File: config.mk
export PLATFORM = sky130hd
export DESIGN_NAME = fetch_unit
export DESIGN_NICKNAME = d
export VERILOG_FILES = /design/src/rtl/fetch_pkg.sv /design/src/rtl/fetch_unit_pc_counter.sv /design/src/rtl/fetch_unit.sv
export SDC_FILE = /design/constraint.sdc
export NUM_CORES = 1
export LEC_CHECK = 0
export ABC_CLOCK_PERIOD_IN_PS = 1600
export BUFFER_PORTS_ARGS = -buffer_cell sky130_fd_sc_hd__buf_4
export CAP_MARGIN = 20
export CORE_UTILIZATION = 46
export CTS_BUF_LIST = sky130_fd_sc_hd__clkbuf_2
export DETAILED_ROUTE_END_ITERATION = 7
export PLACE_DENSITY = 0.79
export REMOVE_ABC_BUFFERS = 1
export SLEW_MARGIN = 15
export SYNTH_ARGS = -nofsm -noshare
export SYNTH_HDL_FRONTEND = slang
export SYNTH_SLANG_ARGS = --single-unit
File: constraint.sdc
create_clock -name clk -period 1.6 [get_ports clk]
set_clock_uncertainty 0.1 [all_clocks]
set_input_delay 0.32 -clock clk [delete_from_list [all_inputs] [get_ports clk]]
set_output_delay 0.32 -clock clk [all_outputs]
set_load 0.005 [all_outputs]
File: src/rtl/fetch_pkg.sv
// -----------------------------------------------------------------------------
// fetch_pkg
//   Definitions shared by the fetch stage and the control unit of the 4-bit CPU:
//   - the fetch FSM state encoding;
//   - default field widths and positions of the instruction word;
//   - the jump opcode that the control unit decodes into jmp_sel.
// -----------------------------------------------------------------------------
package fetch_pkg;

  // Default widths of the program counter and the instruction word.
  localparam int PC_W_DEF    = 4;
  localparam int INSTR_W_DEF = 8;
  localparam int OPC_W_DEF   = 4;

  // Fetch FSM states. The encoding is fixed so that other blocks and
  // debug logic can decode the state register directly.
  typedef enum logic [1:0] {
    S_IDLE  = 2'd0,
    S_FETCH = 2'd1,
    S_EXEC  = 2'd2
  } fetch_state_e;

  // Jump opcode. The control unit raises jmp_sel for this opcode when the
  // jump is taken.
  localparam logic [OPC_W_DEF-1:0] JMP_OPC = 4'b0011;

  // The opcode occupies the top OPC_W bits of the instruction word.
  // The operand occupies everything below it, starting at bit 0.
  function automatic int opc_lsb(input int instr_w, input int opc_w);
    return instr_w - opc_w;
  endfunction

  function automatic int opd_width(input int instr_w, input int opc_w);
    return instr_w - opc_w;
  endfunction

endpackage : fetch_pkg

File: src/rtl/fetch_unit_pc_counter.sv
// -----------------------------------------------------------------------------
// pc_counter
//   Program counter register for the fetch stage.
//   The clear is asynchronous and active-low.
//   The load and increment enables are synchronous.
//   Load has priority over increment.
//   The increment wraps modulo 2^PC_W and raises no overflow flag.
//
// Ports
//   clk         in   system clock
//   rst_n       in   asynchronous active-low clear (count -> 0)
//   load_i      in   load load_val_i on the next rising edge
//   load_val_i  in   PC_W  value to load (jump target)
//   inc_i       in   increment on the next rising edge (ignored if load_i)
//   cnt_o       out  PC_W  current count
// -----------------------------------------------------------------------------
module pc_counter #(
  parameter int PC_W = 4
) (
  input  logic            clk,
  input  logic            rst_n,
  input  logic            load_i,
  input  logic [PC_W-1:0] load_val_i,
  input  logic            inc_i,
  output logic [PC_W-1:0] cnt_o
);

  logic [PC_W-1:0] cnt_q;
  logic [PC_W-1:0] cnt_d;

  always_comb begin
    // NOTE: assign a default before any branch. Every path through the block
    // then writes cnt_d, so no latch is inferred.
    cnt_d = cnt_q;
    if (load_i) begin
      cnt_d = load_val_i;
    end else if (inc_i) begin
      cnt_d = cnt_q + 1'b1;
    end
  end

  always_ff @(posedge clk or negedge rst_n) begin
    // NOTE: clocked state uses non-blocking assignments. All registers then
    // update together, and reads in the same edge see the old values.
    if (!rst_n) begin
      cnt_q <= '0;
    end else begin
      cnt_q <= cnt_d;
    end
  end

  assign cnt_o = cnt_q;

endmodule : pc_counter

File: src/rtl/fetch_unit.sv
// -----------------------------------------------------------------------------
// fetch_unit
//   Instruction fetch stage of the 4-bit CPU.
//   - Holds the program counter.
//   - Requests instructions over a req/valid handshake.
//   - Latches each instruction into the IR.
//   - Presents the opcode and operand fields to the control unit.
//   On a taken jump (jmp_sel), the PC is redirected to the operand.
//
// Ports
//   clk         in   system clock, all state on the rising edge
//   rst_n       in   asynchronous active-low reset
//   run         in   1 = keep fetching, 0 = stop after the current instruction
//   imem_req    out  fetch request (high for the whole FETCH state)
//   imem_addr   out  PC_W     fetch address (the current pc)
//   imem_valid  in   instruction data valid, honoured only in FETCH
//   imem_data   in   INSTR_W  instruction word
//   stall       in   downstream hold, freezes EXEC
//   jmp_sel     in   taken jump, sampled in EXEC when stall=0
//   opcode      out  OPC_W          IR opcode field
//   operand     out  INSTR_W-OPC_W  IR operand field
//   ir_valid    out  IR instruction is executing this cycle
//   pc          out  PC_W     current program counter
// -----------------------------------------------------------------------------
module fetch_unit
  import fetch_pkg::*;
#(
  parameter int PC_W    = PC_W_DEF,
  parameter int INSTR_W = INSTR_W_DEF,
  parameter int OPC_W   = OPC_W_DEF
) (
  input  logic                     clk,
  input  logic                     rst_n,
  input  logic                     run,
  output logic                     imem_req,
  output logic [PC_W-1:0]          imem_addr,
  input  logic                     imem_valid,
  input  logic [INSTR_W-1:0]       imem_data,
  input  logic                     stall,
  input  logic                     jmp_sel,
  output logic [OPC_W-1:0]         opcode,
  output logic [INSTR_W-OPC_W-1:0] operand,
  output logic                     ir_valid,
  output logic [PC_W-1:0]          pc
);

  localparam int OPC_LSB = opc_lsb(INSTR_W, OPC_W);
  localparam int OPD_W   = opd_width(INSTR_W, OPC_W);
  // Number of operand bits that reach the PC on a jump.
  // The operand is zero-extended when it is narrower than the PC.
  // It is truncated when it is wider.
  localparam int TGT_W   = (OPD_W < PC_W) ? OPD_W : PC_W;

  fetch_state_e       state_q;
  fetch_state_e       state_d;
  logic [INSTR_W-1:0] ir_q;
  logic [INSTR_W-1:0] ir_d;

  logic               pc_load;
  logic               pc_inc;
  logic [PC_W-1:0]    jump_target;

  // ---------------------------------------------------------------------------
  // Next-state logic and IR capture
  // ---------------------------------------------------------------------------
  always_comb begin
    state_d = state_q;
    ir_d    = ir_q;
    pc_load = 1'b0;
    pc_inc  = 1'b0;

    unique case (state_q)
      S_IDLE: begin
        if (run) begin
          state_d = S_FETCH;
        end
      end

      // An issued request is never abandoned.
      // run is therefore not looked at until the word arrives.
      S_FETCH: begin
        if (imem_valid) begin
          ir_d    = imem_data;
          state_d = S_EXEC;
        end
      end

      // The PC advances only on the edge that leaves EXEC.
      // While EXEC lasts, pc still shows the executing instruction's address.
      S_EXEC: begin
        if (!stall) begin
          pc_load = jmp_sel;
          pc_inc  = !jmp_sel;
          state_d = run ? S_FETCH : S_IDLE;
        end
      end

      default: begin
        state_d = S_IDLE;
      end
    endcase
  end

  // ---------------------------------------------------------------------------
  // State register and instruction register
  // ---------------------------------------------------------------------------
  always_ff @(posedge clk or negedge rst_n) begin
    if (!rst_n) begin
      state_q <= S_IDLE;
      // The IR is a single control register, not a memory array.
      // Clearing it makes opcode/operand read 0 out of reset.
      ir_q    <= '0;
    end else begin
      state_q <= state_d;
      ir_q    <= ir_d;
    end
  end

  // ---------------------------------------------------------------------------
  // Program counter
  // ---------------------------------------------------------------------------
  always_comb begin
    jump_target              = '0;
    jump_target[TGT_W-1:0]   = ir_q[TGT_W-1:0];
  end

  pc_counter #(
    .PC_W (PC_W)
  ) u_pc_counter (
    .clk        (clk),
    .rst_n      (rst_n),
    .load_i     (pc_load),
    .load_val_i (jump_target),
    .inc_i      (pc_inc),
    .cnt_o      (pc)
  );

  // ---------------------------------------------------------------------------
  // Outputs
  // ---------------------------------------------------------------------------
  // The handshake and valid outputs are decoded only from the state register.
  // They therefore cannot glitch on input changes.
  // An asynchronous reset drops them at once.
  assign imem_req  = (state_q == S_FETCH);
  assign ir_valid  = (state_q == S_EXEC);
  assign imem_addr = pc;

  assign opcode    = ir_q[OPC_LSB +: OPC_W];
  assign operand   = ir_q[OPD_W-1:0];

endmodule : fetch_unit

==> results.json <==
{
  "power_density_nw_per_um2": 1770,
  "p_int_mw": 1.09,
  "cp.arrival_ps": 1100,
  "crit_chain": "and2b_2 > buf_4",
  "fillers": 107,
  "gr-usage-met2_pct": 32.5,
  "critPathBufInv": 1,
  "p_leak_nw": 0.459,
  "p_clk_share_pct": 10.1,
  "std_cell_rows": 13,
  "synth.distinct_cells": 23,
  "netlist_top_cells_area": "dfrtp_1 51%, mux2_2 13%, buf_4 4.4%, o221a_2 3.3%, a21oi_1 2.9%",
  "end_kind": "output port",
  "cts_sinks": 14,
  "final_nets": 102,
  "dr.pass1.iters": 2,
  "r2r-start": "state_q[0]$_DFFE_PN0P_",
  "cts_root_buf": "clkbuf_2",
  "drv_slew": 0,
  "clk_path_buf_depth": 2,
  "yosys_warnings": 0,
  "drcViolationCount": 0,
  "maxCapViolations": 0,
  "hold_viol": 0,
  "gp_congestion": 0.664,
  "grt_pass1_vias": 502,
  "layout_commonest_cell": "buf_4",
  "worstPathMaxFanout": 6,
  "wl_um": 1290,
  "hold_start": "imem_data[2]",
  "r2r_setup_slack_ps": 190,
  "swShare_pct": 33.4,
  "dp_hpwl_um": 996,
  "hold_class": "in2reg",
  "critPathTopFamily": "flip-flops",
  "rsz0062_at_grt": "false",
  "yosysSeqAreaShare_pct": 51.5,
  "dieArea_um2": 1640,
  "clk_latency_ps": 270,
  "fmax_mhz": 656,
  "cp_slowest_stage_delay_ps": 470,
  "crit_path_start_kind": "register",
  "syn_inst": 55,
  "die_x_um": 40.5,
  "outcome": "complete, no violations",
  "grtUsageMet3_pct": 5.00,
  "finalCritPeriodShare_pct": 95.2,
  "multi_input_comb_area_um2": 297,
  "setup_ws_ps": 76.2,
  "wl_per_cell_um": 12.8,
  "grt_pass1_wl_um": 2080,
  "p_switching_mw": 0.548,
  "htree_num_levels": 1,
  "vias_per_cell": 5.24,
  "dpl_cell_area_um2": 898,
  "antenna_cells": 0,
  "required_ps": 1180,
  "start_util_pct": 51.0,
  "clk_transition_reported_paths_ps": 130,
  "slew_headroom_pct": 74.5,
  "netlist_area_um2": 681,
  "synthFlopType": "dfrtp_1",
  "synth_top_area_share_pct": 51.5,
  "r2r_cells": 3,
  "core-area_um2": 1330,
  "critical_path_class": "reg2out",
  "drtIter0Drc": 6,
  "synth_area_leader_cell": "dfrtp_1",
  "post_cts_buffers": 0,
  "use_met1_pct": 22.9,
  "cts_tree": "built",
  "period_needed_ps": 1520,
  "num_vias": 529,
  "grt_overflow": 0,
  "placedCellCount": 96,
  "synth_edf_count": 0,
  "drive_gt1_share_pct": 55.8,
  "synthArstFlopShare_pct": 100,
  "grt_usage_pct": 19.9,
  "worst_slew_pin_slew_ps": 383,
  "antenna_found_initial": 0,
  "grt_max_degree": 15,
  "holdPathEnd": "ir_q[2]$_DFFE_PN0P_",
  "crit_slowest_cell": "dfrtp_2",
  "numCtsBuffers": 3,
  "fin_cells": 101,
  "antenna_left": 0,
  "pwr-share-comb_pct": 47.7,
  "ir_worst_vdd_mv": 1.04,
  "hold_depth": 2,
  "reg2reg_to": "u_pc_counter.cnt_o[2]$_DFFE_PN0P_",
  "setup_viol": 0,
  "synth-seq-cells": 14,
  "tns_ps": 0,
  "p_seq_share_pct": 42.1,
  "die_height_um": 40.5,
  "post-route-cell-area_um2": 928,
  "syn_area_per_cell_um2": 12.4,
  "seqCellArea_um2": 352,
  "areaGrowthSynthToFinish_pct": 36.4,
  "final_cell_mix": "31 x buf_4, 13 x dfrtp_1, 8 x mux2_2, 4 x nor2_1, 4 x a21oi_1",
  "port_buffers": 31,
  "busiest_layer": "met2",
  "post-place-ws_ps": 181,
  "ioPinCount": 32
}
-- flip-flops by register name, indices dropped and copies added, names as in the netlist --
register	flops
state_q	2
u_pc_counter.cnt_o	4
ir_q	8
-- area by class of cell --
| cell class | instances | share of cell area (%) |
|---|---|---|
| clock buffers | 3 | 1.62 |
| clock inverters | 1 | 0.404 |
| multi-input cells | 36 | 31.9 |
| flip-flops and latches | 14 | 37.9 |
| well taps | 15 | 2.02 |
| repair buffers | 32 | 26.1 |
-- cells by family after synthesis --
group | after synthesis | share of synthesized area [%]
AND/OR/NAND/NOR | 16 | 16.7
AO/OA/AOI/OAI | 10 | 10.3
adder cells (fa/ha/maj) | 1 | 1.84
multiplexers | 9 | 14.7
flip-flops | 14 | 51.5
buffers and inverters | 5 | 4.96
-- power groups by stage --
stage	logic, mW	clock network [mW]	registers (mW)
CTS	0.796	0.173	0.688
detailed placement	0.791	0	0.697
finish	0.783	0.166	0.691
floorplan	0.368	0	0.686
global placement	0.767	0	0.686
global route	0.864	0.188	0.725
-- layer usage --
metal | vias up | part of all wire (%) | wire [µm]
met4 | 0 | 0.85 | 11
met2 | 21 | 48 | 620
met3 | 2 | 6.4 | 82
met5 | - | 0 | 0
met1 | 248 | 45 | 576
li1 | 258 | - | -
-- synth_stat cells (2+ instances only) --
library cell / n
nand3b_1: 2
nand2_1: 2
dfrtp_1: 14
buf_4: 4
mux2_2: 8
nor2_1: 4
a21oi_1: 4
o221a_2: 2
-- through the flow --
step / power (mW) / hold WS [ps] / utilization, %
6_report: 1.64 / 166 / 69.6
3_3_place_gp: 1.45 / 77.1 / 67.4
2_1_floorplan: 1.05 / -75.6 / -
3_5_place_dp: 1.49 / 77.3 / 67.4
4_1_cts: 1.66 / 155 / 69.5
5_1_grt: 1.78 / 144 / 69.6
-- how the worst max path moves through the flow --
stage                           startpoint                           endpoint  slack [ps]  cells past startpoint
CTS                 state_q[0]$_DFFE_PN0P_                           imem_req          40                      2
global route        state_q[0]$_DFFE_PN0P_                           imem_req          10                      2
finish              state_q[0]$_DFFE_PN0P_                           imem_req          80                      2
floorplan           state_q[0]$_DFFE_PN0P_                ir_q[0]$_DFFE_PN0P_         290                      3
global placement                     stall  u_pc_counter.cnt_o[2]$_DFFE_PN0P_         220                      4
detailed placement                   stall  u_pc_counter.cnt_o[2]$_DFFE_PN0P_         180                      4
-- what timing repair did --
item / CTS / global route
hold buffers: 1 / 0
setup endpoints to repair: 0 / 1
endpoints found under the hold margin: 14 / 0
resized for setup: 0 / 1
(Power assumes the default switching activity.)
